File: config.mk
export PLATFORM = sky130hd
export DESIGN_NAME = branch_ctrl
export DESIGN_NICKNAME = d
export VERILOG_FILES = /design/src/rtl/branch_pkg.sv /design/src/rtl/ret_stack.sv /design/src/rtl/branch_ctrl.sv
export SDC_FILE = /design/constraint.sdc
export NUM_CORES = 1
export LEC_CHECK = 0
export CAP_MARGIN = 20
export CORE_UTILIZATION = 56
export DETAILED_ROUTE_END_ITERATION = 10
export PLACE_DENSITY = 0.8
export SYNTH_ARGS = -nofsm -noshare
export SYNTH_HDL_FRONTEND = slang
export SYNTH_SLANG_ARGS = --single-unit
File: constraint.sdc
create_clock -name clk -period 7.4 [get_ports clk]
set_clock_uncertainty 0.1 [all_clocks]
set_input_delay 1.48 -clock clk [delete_from_list [all_inputs] [get_ports clk]]
set_output_delay 1.48 -clock clk [all_outputs]
set_load 0.05 [all_outputs]
File: src/rtl/branch_pkg.sv
// Shared definitions for the branch controller: control-op and FSM encodings
// plus the constant jump-target LUT indexed by the instruction's lut_idx field.
package branch_pkg;

  typedef enum logic [2:0] {
    OP_NONE   = 3'd0,
    OP_BR_REL = 3'd1,
    OP_BR_ABS = 3'd2,
    OP_BEQZ   = 3'd3,
    OP_BNEZ   = 3'd4,
    OP_CALL   = 3'd5,
    OP_RET    = 3'd6,
    OP_HALT   = 3'd7
  } op_kind_e;

  typedef enum logic [1:0] {
    ST_RUN   = 2'd0,
    ST_DONE  = 2'd1,
    ST_FAULT = 2'd2
  } state_e;

  localparam int LUT_DW = 12;
  localparam int LUT_LW = 5;
  localparam int LUT_N  = 2 ** LUT_LW;

  // Relative entries are two's complement offsets; absolute ones are addresses.
  localparam logic [LUT_DW-1:0] JUMP_LUT [LUT_N] = '{
    12'h000, 12'hFFE, 12'h100, 12'h040, 12'h008, 12'hFF0, 12'h200, 12'hFFC,
    12'h010, 12'h020, 12'h080, 12'h300, 12'hFF8, 12'h004, 12'h400, 12'hFE0,
    12'h011, 12'h022, 12'h044, 12'h088, 12'h0F0, 12'h7FF, 12'h800, 12'hF00,
    12'h123, 12'h234, 12'h345, 12'h456, 12'h567, 12'h678, 12'hABC, 12'hFFF
  };

  function automatic logic [LUT_DW-1:0] lut_read(input logic [LUT_LW-1:0] idx);
    return JUMP_LUT[idx];
  endfunction

endpackage

File: src/rtl/ret_stack.sv
// Return-address LIFO. Push on full and pop on empty are dropped here; the
// controller detects those cases and faults before asking.
module ret_stack #(
  parameter  int DW  = 12,
  parameter  int SD  = 4,
  localparam int DPW = $clog2(SD + 1)
) (
  input  logic           clk,
  input  logic           rst_n,
  input  logic           push_i,
  input  logic           pop_i,
  input  logic [DW-1:0]  din_i,
  output logic [DW-1:0]  top_o,
  output logic [DPW-1:0] depth_o,
  output logic           full_o,
  output logic           empty_o
);

  logic [SD-1:0][DW-1:0] mem_q;
  logic [DPW-1:0]        depth_q, depth_d;
  logic                  do_push, do_pop;

  assign full_o  = (depth_q == DPW'(SD));
  assign empty_o = (depth_q == '0);
  assign do_push = push_i & ~full_o;
  assign do_pop  = pop_i & ~empty_o & ~push_i;
  assign depth_o = depth_q;

  always_comb begin
    depth_d = depth_q;
    if (do_push)     depth_d = depth_q + DPW'(1);
    else if (do_pop) depth_d = depth_q - DPW'(1);
  end

  always_comb begin
    top_o = '0;
    for (int i = 0; i < SD; i++)
      if (depth_q == DPW'(i + 1)) top_o = mem_q[i];
  end

  always_ff @(posedge clk or negedge rst_n) begin
    if (!rst_n) begin
      mem_q   <= '0;
      depth_q <= '0;
    end else begin
      depth_q <= depth_d;
      for (int i = 0; i < SD; i++)
        if (do_push && depth_q == DPW'(i)) mem_q[i] <= din_i;
    end
  end

endmodule

File: src/rtl/branch_ctrl.sv
// Branch/call/return controller. Jump enables and target are combinational so
// the PC stage consumes them on the same edge; HALT or stack misuse parks the FSM.
module branch_ctrl
  import branch_pkg::*;
#(
  parameter  int D   = 12,
  parameter  int SD  = 4,
  parameter  int LW  = 5,
  localparam int DPW = $clog2(SD + 1)
) (
  input  logic           clk,
  input  logic           reset,
  input  logic [D-1:0]   prog_ctr,
  input  logic           op_valid,
  input  logic [2:0]     op_kind,
  input  logic [LW-1:0]  lut_idx,
  input  logic           zero_flag,
  output logic           reljump_en,
  output logic           absjump_en,
  output logic [D-1:0]   target,
  output logic           Done,
  output logic           stack_err,
  output logic [DPW-1:0] depth
);

  state_e         state_q, state_d;
  logic           done_q, err_q, err_d;
  logic           push, pop;
  logic [D-1:0]   lut_val, stk_top;
  logic           stk_full, stk_empty;

  assign lut_val = D'(lut_read(LUT_LW'(lut_idx)));

  ret_stack #(.DW(D), .SD(SD)) u_stack (
    .clk     (clk),
    .rst_n   (reset),
    .push_i  (push),
    .pop_i   (pop),
    .din_i   (prog_ctr + D'(1)),
    .top_o   (stk_top),
    .depth_o (depth),
    .full_o  (stk_full),
    .empty_o (stk_empty)
  );

  always_comb begin
    reljump_en = 1'b0;
    absjump_en = 1'b0;
    target     = '0;
    push       = 1'b0;
    pop        = 1'b0;
    err_d      = err_q;
    state_d    = state_q;
    // Terminal states ignore everything; only RUN decodes ops.
    if (state_q == ST_RUN && op_valid) begin
      case (op_kind_e'(op_kind))
        OP_BR_REL: begin reljump_en = 1'b1;       target = lut_val; end
        OP_BR_ABS: begin absjump_en = 1'b1;       target = lut_val; end
        OP_BEQZ:   begin reljump_en = zero_flag;  target = lut_val; end
        OP_BNEZ:   begin reljump_en = ~zero_flag; target = lut_val; end
        OP_CALL: begin
          if (!stk_full) begin
            absjump_en = 1'b1;
            target     = lut_val;
            push       = 1'b1;
          end else begin
            err_d   = 1'b1;
            state_d = ST_FAULT;
          end
        end
        OP_RET: begin
          if (!stk_empty) begin
            absjump_en = 1'b1;
            target     = stk_top;
            pop        = 1'b1;
          end else begin
            err_d   = 1'b1;
            state_d = ST_FAULT;
          end
        end
        OP_HALT: state_d = ST_DONE;
        default: ;
      endcase
    end
  end

  always_ff @(posedge clk or negedge reset) begin
    if (!reset) begin
      state_q <= ST_RUN;
      done_q  <= 1'b0;
      err_q   <= 1'b0;
    end else begin
      state_q <= state_d;
      done_q  <= (state_d != ST_RUN);
      err_q   <= err_d;
    end
  end

  assign Done      = done_q;
  assign stack_err = err_q;

endmodule

==> results of run 1 <==
[cell usage after synthesis (all sizes together) (2+ instances only)]
cell / count / area, µm²
a21boi: 3 / 22.5
a21o: 2 / 15.0
a21oi: 17 / 85.1
a221oi: 5 / 43.8
a22o: 4 / 35.0
a22oi: 13 / 97.6
a32oi: 2 / 17.5
and2: 2 / 12.5
and3: 4 / 25.0
buf: 11 / 58.8
clkbuf: 18 / 67.6
dfrtp: 55 / 1380
ha: 14 / 175
inv: 8 / 30.0
mux2: 24 / 270
mux2i: 4 / 40.0
mux4: 2 / 45.0
nand2: 65 / 246
nand2b: 4 / 25.0
nand3: 11 / 67.6
nand3b: 4 / 30.0
nor2: 12 / 45.0
nor2b: 8 / 50.1
nor3: 3 / 15.0
nor3b: 2 / 15.0
o211a: 2 / 20.0
o211ai: 3 / 22.5
o21ai: 41 / 205
o21bai: 2 / 15.0
o221ai: 2 / 17.5
o22ai: 4 / 25.0
o311ai: 3 / 26.3
o31ai: 3 / 22.5
o32ai: 2 / 17.5
or2: 2 / 12.5
or3: 2 / 12.5
xnor2: 8 / 70.1
xor2: 5 / 43.8
[metrics by stage]
stage | worst slack [ps] | hold slack (ps)
final | 1310 | 381
after global routing | 1190 | 420
after CTS | 1340 | 386
after detailed placement | 1350 | 359
after global placement | 1380 | 356
after floorplan | 2180 | 346
[worst max-delay path, delay by kind of cell]
kind,cells,cell delay (ps)
buf+inv,2,1930
compound gates,2,350
simple gates,1,260
mux,1,470
[placed cells by master (no fill, tap or decap), drive strengths merged, types with 5 or more instances in the layout]
cell type,synthesis,layout
xor2,5,5
o21ai,41,41
a221oi,5,5
clkbuf,18,5
nand3,11,11
mux2,24,24
nor2b,8,8
a22oi,13,13
ha,14,14
xnor2,8,8
nor2,12,12
clkdlybuf4s50,0,41
a21oi,17,17
nand2,65,65
inv,8,9
dfrtp,55,55
[where the power goes]
group | internal [mW] | leakage (nW) | total [mW] | switching [mW]
clock network | 0.0703 | 0.0502 | 0.175 | 0.105
logic | 0.132 | 0.919 | 0.376 | 0.244
registers | 0.348 | 0.747 | 0.385 | 0.0371
total | 0.550 | 1.72 | 0.936 | 0.386
[flip-flops by register name, summed over array words and instances, names as in the netlist]
signal	flops
state_q	2
u_stack.mem_q	48
u_stack.depth_o	3
stack_err	1
Done	1
[area by class of cell]
| cell class | instances | area, µm² | share of cell area |
|---|---|---|---|
| Clock inverter | 3 | 28.8 | 0.00718 |
| Clock buffer | 5 | 68.8 | 0.0172 |
| Inverter | 8 | 30.0 | 0.00750 |
| Multi-Input combinational cell | 294 | 1990 | 0.496 |
| Timing Repair Buffer | 43 | 423 | 0.106 |
| Sequential cell | 55 | 1380 | 0.344 |
| Tap cell | 75 | 93.8 | 0.0234 |
[how the worst min path moves through the flow]
stage,slack (ps),from,endpoint
after floorplan,350,u_stack.mem_q[1],u_stack.mem_q[1]
after global placement,360,stack_err,stack_err
after detailed placement,360,stack_err,stack_err
after CTS,390,stack_err,stack_err
after global routing,420,stack_err,stack_err
final,380,stack_err,stack_err
[cells by family after synthesis]
logic type,after synthesis
adders and majority gates,14
xor gates and xnor gates,13
buffers and inverters,37
DFF,55
AOI/OAI and AO/OA,114
and+or+nand+nor,123
muxes,30
[per-layer routing]
metal,share of wire,wire length [µm],vias to the layer above,GRT usage
li1,-,-,1428,-
met1,0.47,3750,1452,0.354
met2,0.48,3830,72,0.430
met3,0.045,366,11,0.0404
met4,0.013,103,0,0.0750
met5,0,0,-,0
==> reports/metrics.cfg, run 1 <==
[status]
outcome=finished, final reports clean

[layout]
fin_cells=483
antennaDiodeCount=0
fin_area_um2=4010
drive_gt1_frac=0.100
fill_cells=499
layout.nets=445
final_core_util=0.669
syn2layout_area_growth_pct=13.9

[place]
io_buffers=42
dp_hpwl_um=5750
gp_congestion=0.854
post_dp_cell_area_um2=3910
place_inst=475

[cts]
cts_hold_buf=0
cts_tree=done
htreeDepth=2
clock-sinks=55
insertion_delay_ps=310
numCtsBuffers=5
clk_path_buf_depth=2
post_cts_buffers=0
root_buffer=clkbuf_8
clk_pin_slew_ps=110
cts.repair.resized=0

[timing]
clock.fmax_mhz=164
period_needed_ps=6090
setup_viol=0
maxSlewViolCount=0
rsz0062_at_grt=no
slew_headroom=0.283
period_share=0.823
tns_ps=0
worst_pin_slew_ps=1070
hold_violations=0

[floorplanning]
ios=43
die_h_um=81.3
rows=28
core-area_um2=5990
initial_core_util=0.587
die_area_um2=6600
die_w_um=81.3

[setup_path]
crit_path_end=target[9]
start_kind=input pin
worstReg2RegStart=u_stack.depth_o[0]
cp_slowest_cell=clkdlybuf4s50_1
r2r_cells=6
worstPathCellList=clkdlybuf4s50_1 > nand2_1 > a21boi_0 > mux4_2 > o22ai_1 > clkdlybuf4s50_1
path_common_cell=clkdlybuf4s50_1
cp_max_fo=29
slowest_delay_ps=1110
timing.critical_path.from=lut_idx[2]
r2r-end=u_stack.mem_q[23]
end_kind=primary output
cp_data_required_time_ps=5820
regToRegSetupSlack_ps=4630
path_class=input pin to primary output
arrival_ps=4510

[yosys]
synthFlopType=dfrtp_1
ys_warn_count=0
synth_xor_area_frac=0.0324
synth_area_um2=3520
yosys_register_bits=55
synth_compound_area_frac=0.209
synth.area.mux_share=0.101
synthAdderAreaFrac=0.0498
synthArstFlopShare=1.00
synth_top_family_by_area=compound AO/OA/AOI/OAI gates
postSynthNetCount=424
synth-seq-area-share=0.391
synth_edf_count=0
synth_area_per_cell_um2=9.11
synthSimpleGateAreaFrac=0.172
yosys.cell_types.count=54
syn_inst=386

[global_routing]
grt_remaining_overflow=0
grt_max_degree=56
grt_pass1_vias=2747
antenna_found_initial=0
grt.total_usage=0.261
grt_pass1_wl_um=13200

[pwr]
p_total_mw=0.936
powerDensity_nw_per_um2=234
ir_drop_uv=225
power.leakage_nw=1.72

[routing]
dr.pass1.iters=4
drtAntennaViolNets=0
drtIter0Drc=153
drc=0
via_per_inst=6.13
vias=2963
drt-wirelength-per-cell_um=16.7
drt_wl_total_um=8050

[hold_path]
holdPathStages=1
worstHoldPathType=flop to flop

[run]
drv_cap=0

No activity file was read; power rests on OpenSTA's default activity.
==> run 2: changes to the inputs <==
==> constraint.sdc (replaced) <==
create_clock -name clk -period 6.25 [get_ports clk]
set_clock_uncertainty 0.1 [all_clocks]
set_input_delay 1.25 -clock clk [delete_from_list [all_inputs] [get_ports clk]]
set_output_delay 1.25 -clock clk [all_outputs]
set_load 0.05 [all_outputs]
==> run 2 against run 1 <==
  * Clock-buffer cell count grew 1
  * Total power grew 19%
  * Highest routed layer unchanged
  * Final cell count grew 0.62%
==> reports/metrics.cfg, run 2 (same netlist as run 1, synthesis figures left out) <==
[run]
drv_cap=0

[pwr]
ir_drop_uv=229
powerDensity_nw_per_um2=276
power.leakage_nw=1.72

[place]
dp_hpwl_um=5890
gp_congestion=0.898
pre_cts_ws_ps=702
io_buffers=42

[setup_path]
path_common_cell=clkdlybuf4s50_1
start_kind=input pin
cp_slowest_cell=clkdlybuf4s50_1
arrival_ps=4210
cp_data_required_time_ps=4900
cp_max_fo=11
slowest_delay_ps=820
path_class=input pin to primary output
worstPathCellList=clkdlybuf4s50_1 > inv_1 > ha_1 > nand2_1 > o21ai_0 > mux4_2 > o22ai_1 > clkdlybuf4s50_1
cp_top_family=buffers and inverters
crit_buf_inv=3
end_kind=primary output

[timing]
rsz0062_at_grt=no
maxSlewViolCount=0
clock.fmax_mhz=180
period_share=0.889
setup_viol=0
tns_ps=0
slew_headroom=0.389
hold_violations=0
worst_pin_slew_ps=914
period_needed_ps=5560
whs_ps=381
fin_ws_ps=693

[cts]
htreeDepth=2
cts_hold_buf=0
post_cts_buffers=0
clock-sinks=55
cts_tree=done
clk_pin_slew_ps=100
clk_path_buf_depth=2
root_buffer=clkbuf_8
insertion_delay_ps=320
numCtsBuffers=5
cts.repair.resized=0

[routing]
drc=0
via_per_inst=6.08
dr.pass1.iters=4
drt-wirelength-per-cell_um=16.8
drtAntennaViolNets=0
drt_wl_total_um=8160
drtIter0Drc=165
vias=2957

[layout]
final_cell_mix=64 x nand2_1, 55 x dfrtp_1, 41 x clkdlybuf4s50_1, 34 x o21ai_0, 24 x mux2_2
final_common_cell=nand2_1
regMostFlops=u_stack.mem_q
layout.nets=448
drive_gt1_frac=0.105
largest_register_ff_count=48
antennaDiodeCount=0
syn2layout_area_growth_pct=14.3

[hold_path]
worstHoldPathType=flop to flop

[status]
outcome=finished, final reports clean

[global_routing]
grt_remaining_overflow=0
antenna_found_initial=0
met2_usage=0.434
grt_max_degree=56
grt_pass1_wl_um=13400
grt_use_met1=0.358
top_usage_layer=met2
grt.total_usage=0.267
grt_pass1_vias=2777
grt_use_met3=0.0416

[floorplanning]
ios=43
die_area_um2=6600
die_h_um=81.3
core-area_um2=5990
rows=28
die_w_um=81.3
initial_core_util=0.587

[run 2: worst register-to-register path, stage by stage (launching register included)]
cell and delay, ps:
dfrtp_1 440, inv_1 110, ha_1 350, and2_1 380
nor4_4 450, and3_1 500, mux2_2 390
[run 2: cell type report]
| class | count | area, µm² |
|---|---|---|
| clock inverters | 2 | 16.3 |
| well taps | 75 | 93.8 |
| flip-flops and latches | 55 | 1380 |
| inverters | 8 | 30.0 |
| clock buffers | 6 | 72.6 |
| repair buffers | 46 | 445 |
| multi-input cells | 294 | 1990 |
| fillers | 519 | 1970 |
[run 2: worst paths after layout]
| check | cells past startpoint | slack, ps | start | end |
|---|---|---|---|---|
| min | 1 | 380 | stack_err | stack_err |
| max in group asynchronous | 2 | 4650 | reset | u_stack.mem_q[35] |
| min in group asynchronous | 2 | 950 | reset | u_stack.mem_q[2] |
| max | 8 | 690 | lut_idx[1] | target[9] |
| min reg2reg | 1 | 380 | stack_err | stack_err |
| max reg2reg | 6 | 3410 | u_stack.depth_o[0] | u_stack.mem_q[19] |
[run 2: report_power, final]
part	total, mW	internal (mW)	switching, mW
sequential	0.456	0.412	0.0441
clock	0.201	0.0808	0.120
combinational	0.454	0.158	0.296
total	1.11	0.650	0.460
[run 2: metrics by stage]
step           total power [mW]  cell area [µm²]   util  std cells
3_5_place_dp              0.912             3930  0.656        478
3_3_place_gp              0.901             3930  0.656        478
6_report                   1.11             4020  0.671        486
5_1_grt                    1.16             4020  0.671        486
2_1_floorplan             0.771             3520      -        386
4_1_cts                    1.11             4020  0.671        486
[run 2: routing by layer]
metal / vias up / wire [µm]
li1: 1432 / -
met1: 1437 / 3680
met2: 77 / 3950
met3: 11 / 406
met4: 0 / 126
met5: - / 0
==> run 3: changes to the inputs <==
--- a/config.mk
+++ b/config.mk
@@ -8,6 +8,7 @@
 export CAP_MARGIN = 20
 export CORE_UTILIZATION = 56
 export DETAILED_ROUTE_END_ITERATION = 10
+export HOLD_SLACK_MARGIN = 0.03
 export PLACE_DENSITY = 0.8
 export SYNTH_ARGS = -nofsm -noshare
 export SYNTH_HDL_FRONTEND = slang
==> results of run 3 <==
Final layout, timing and power as in run 2 (identical DEF).
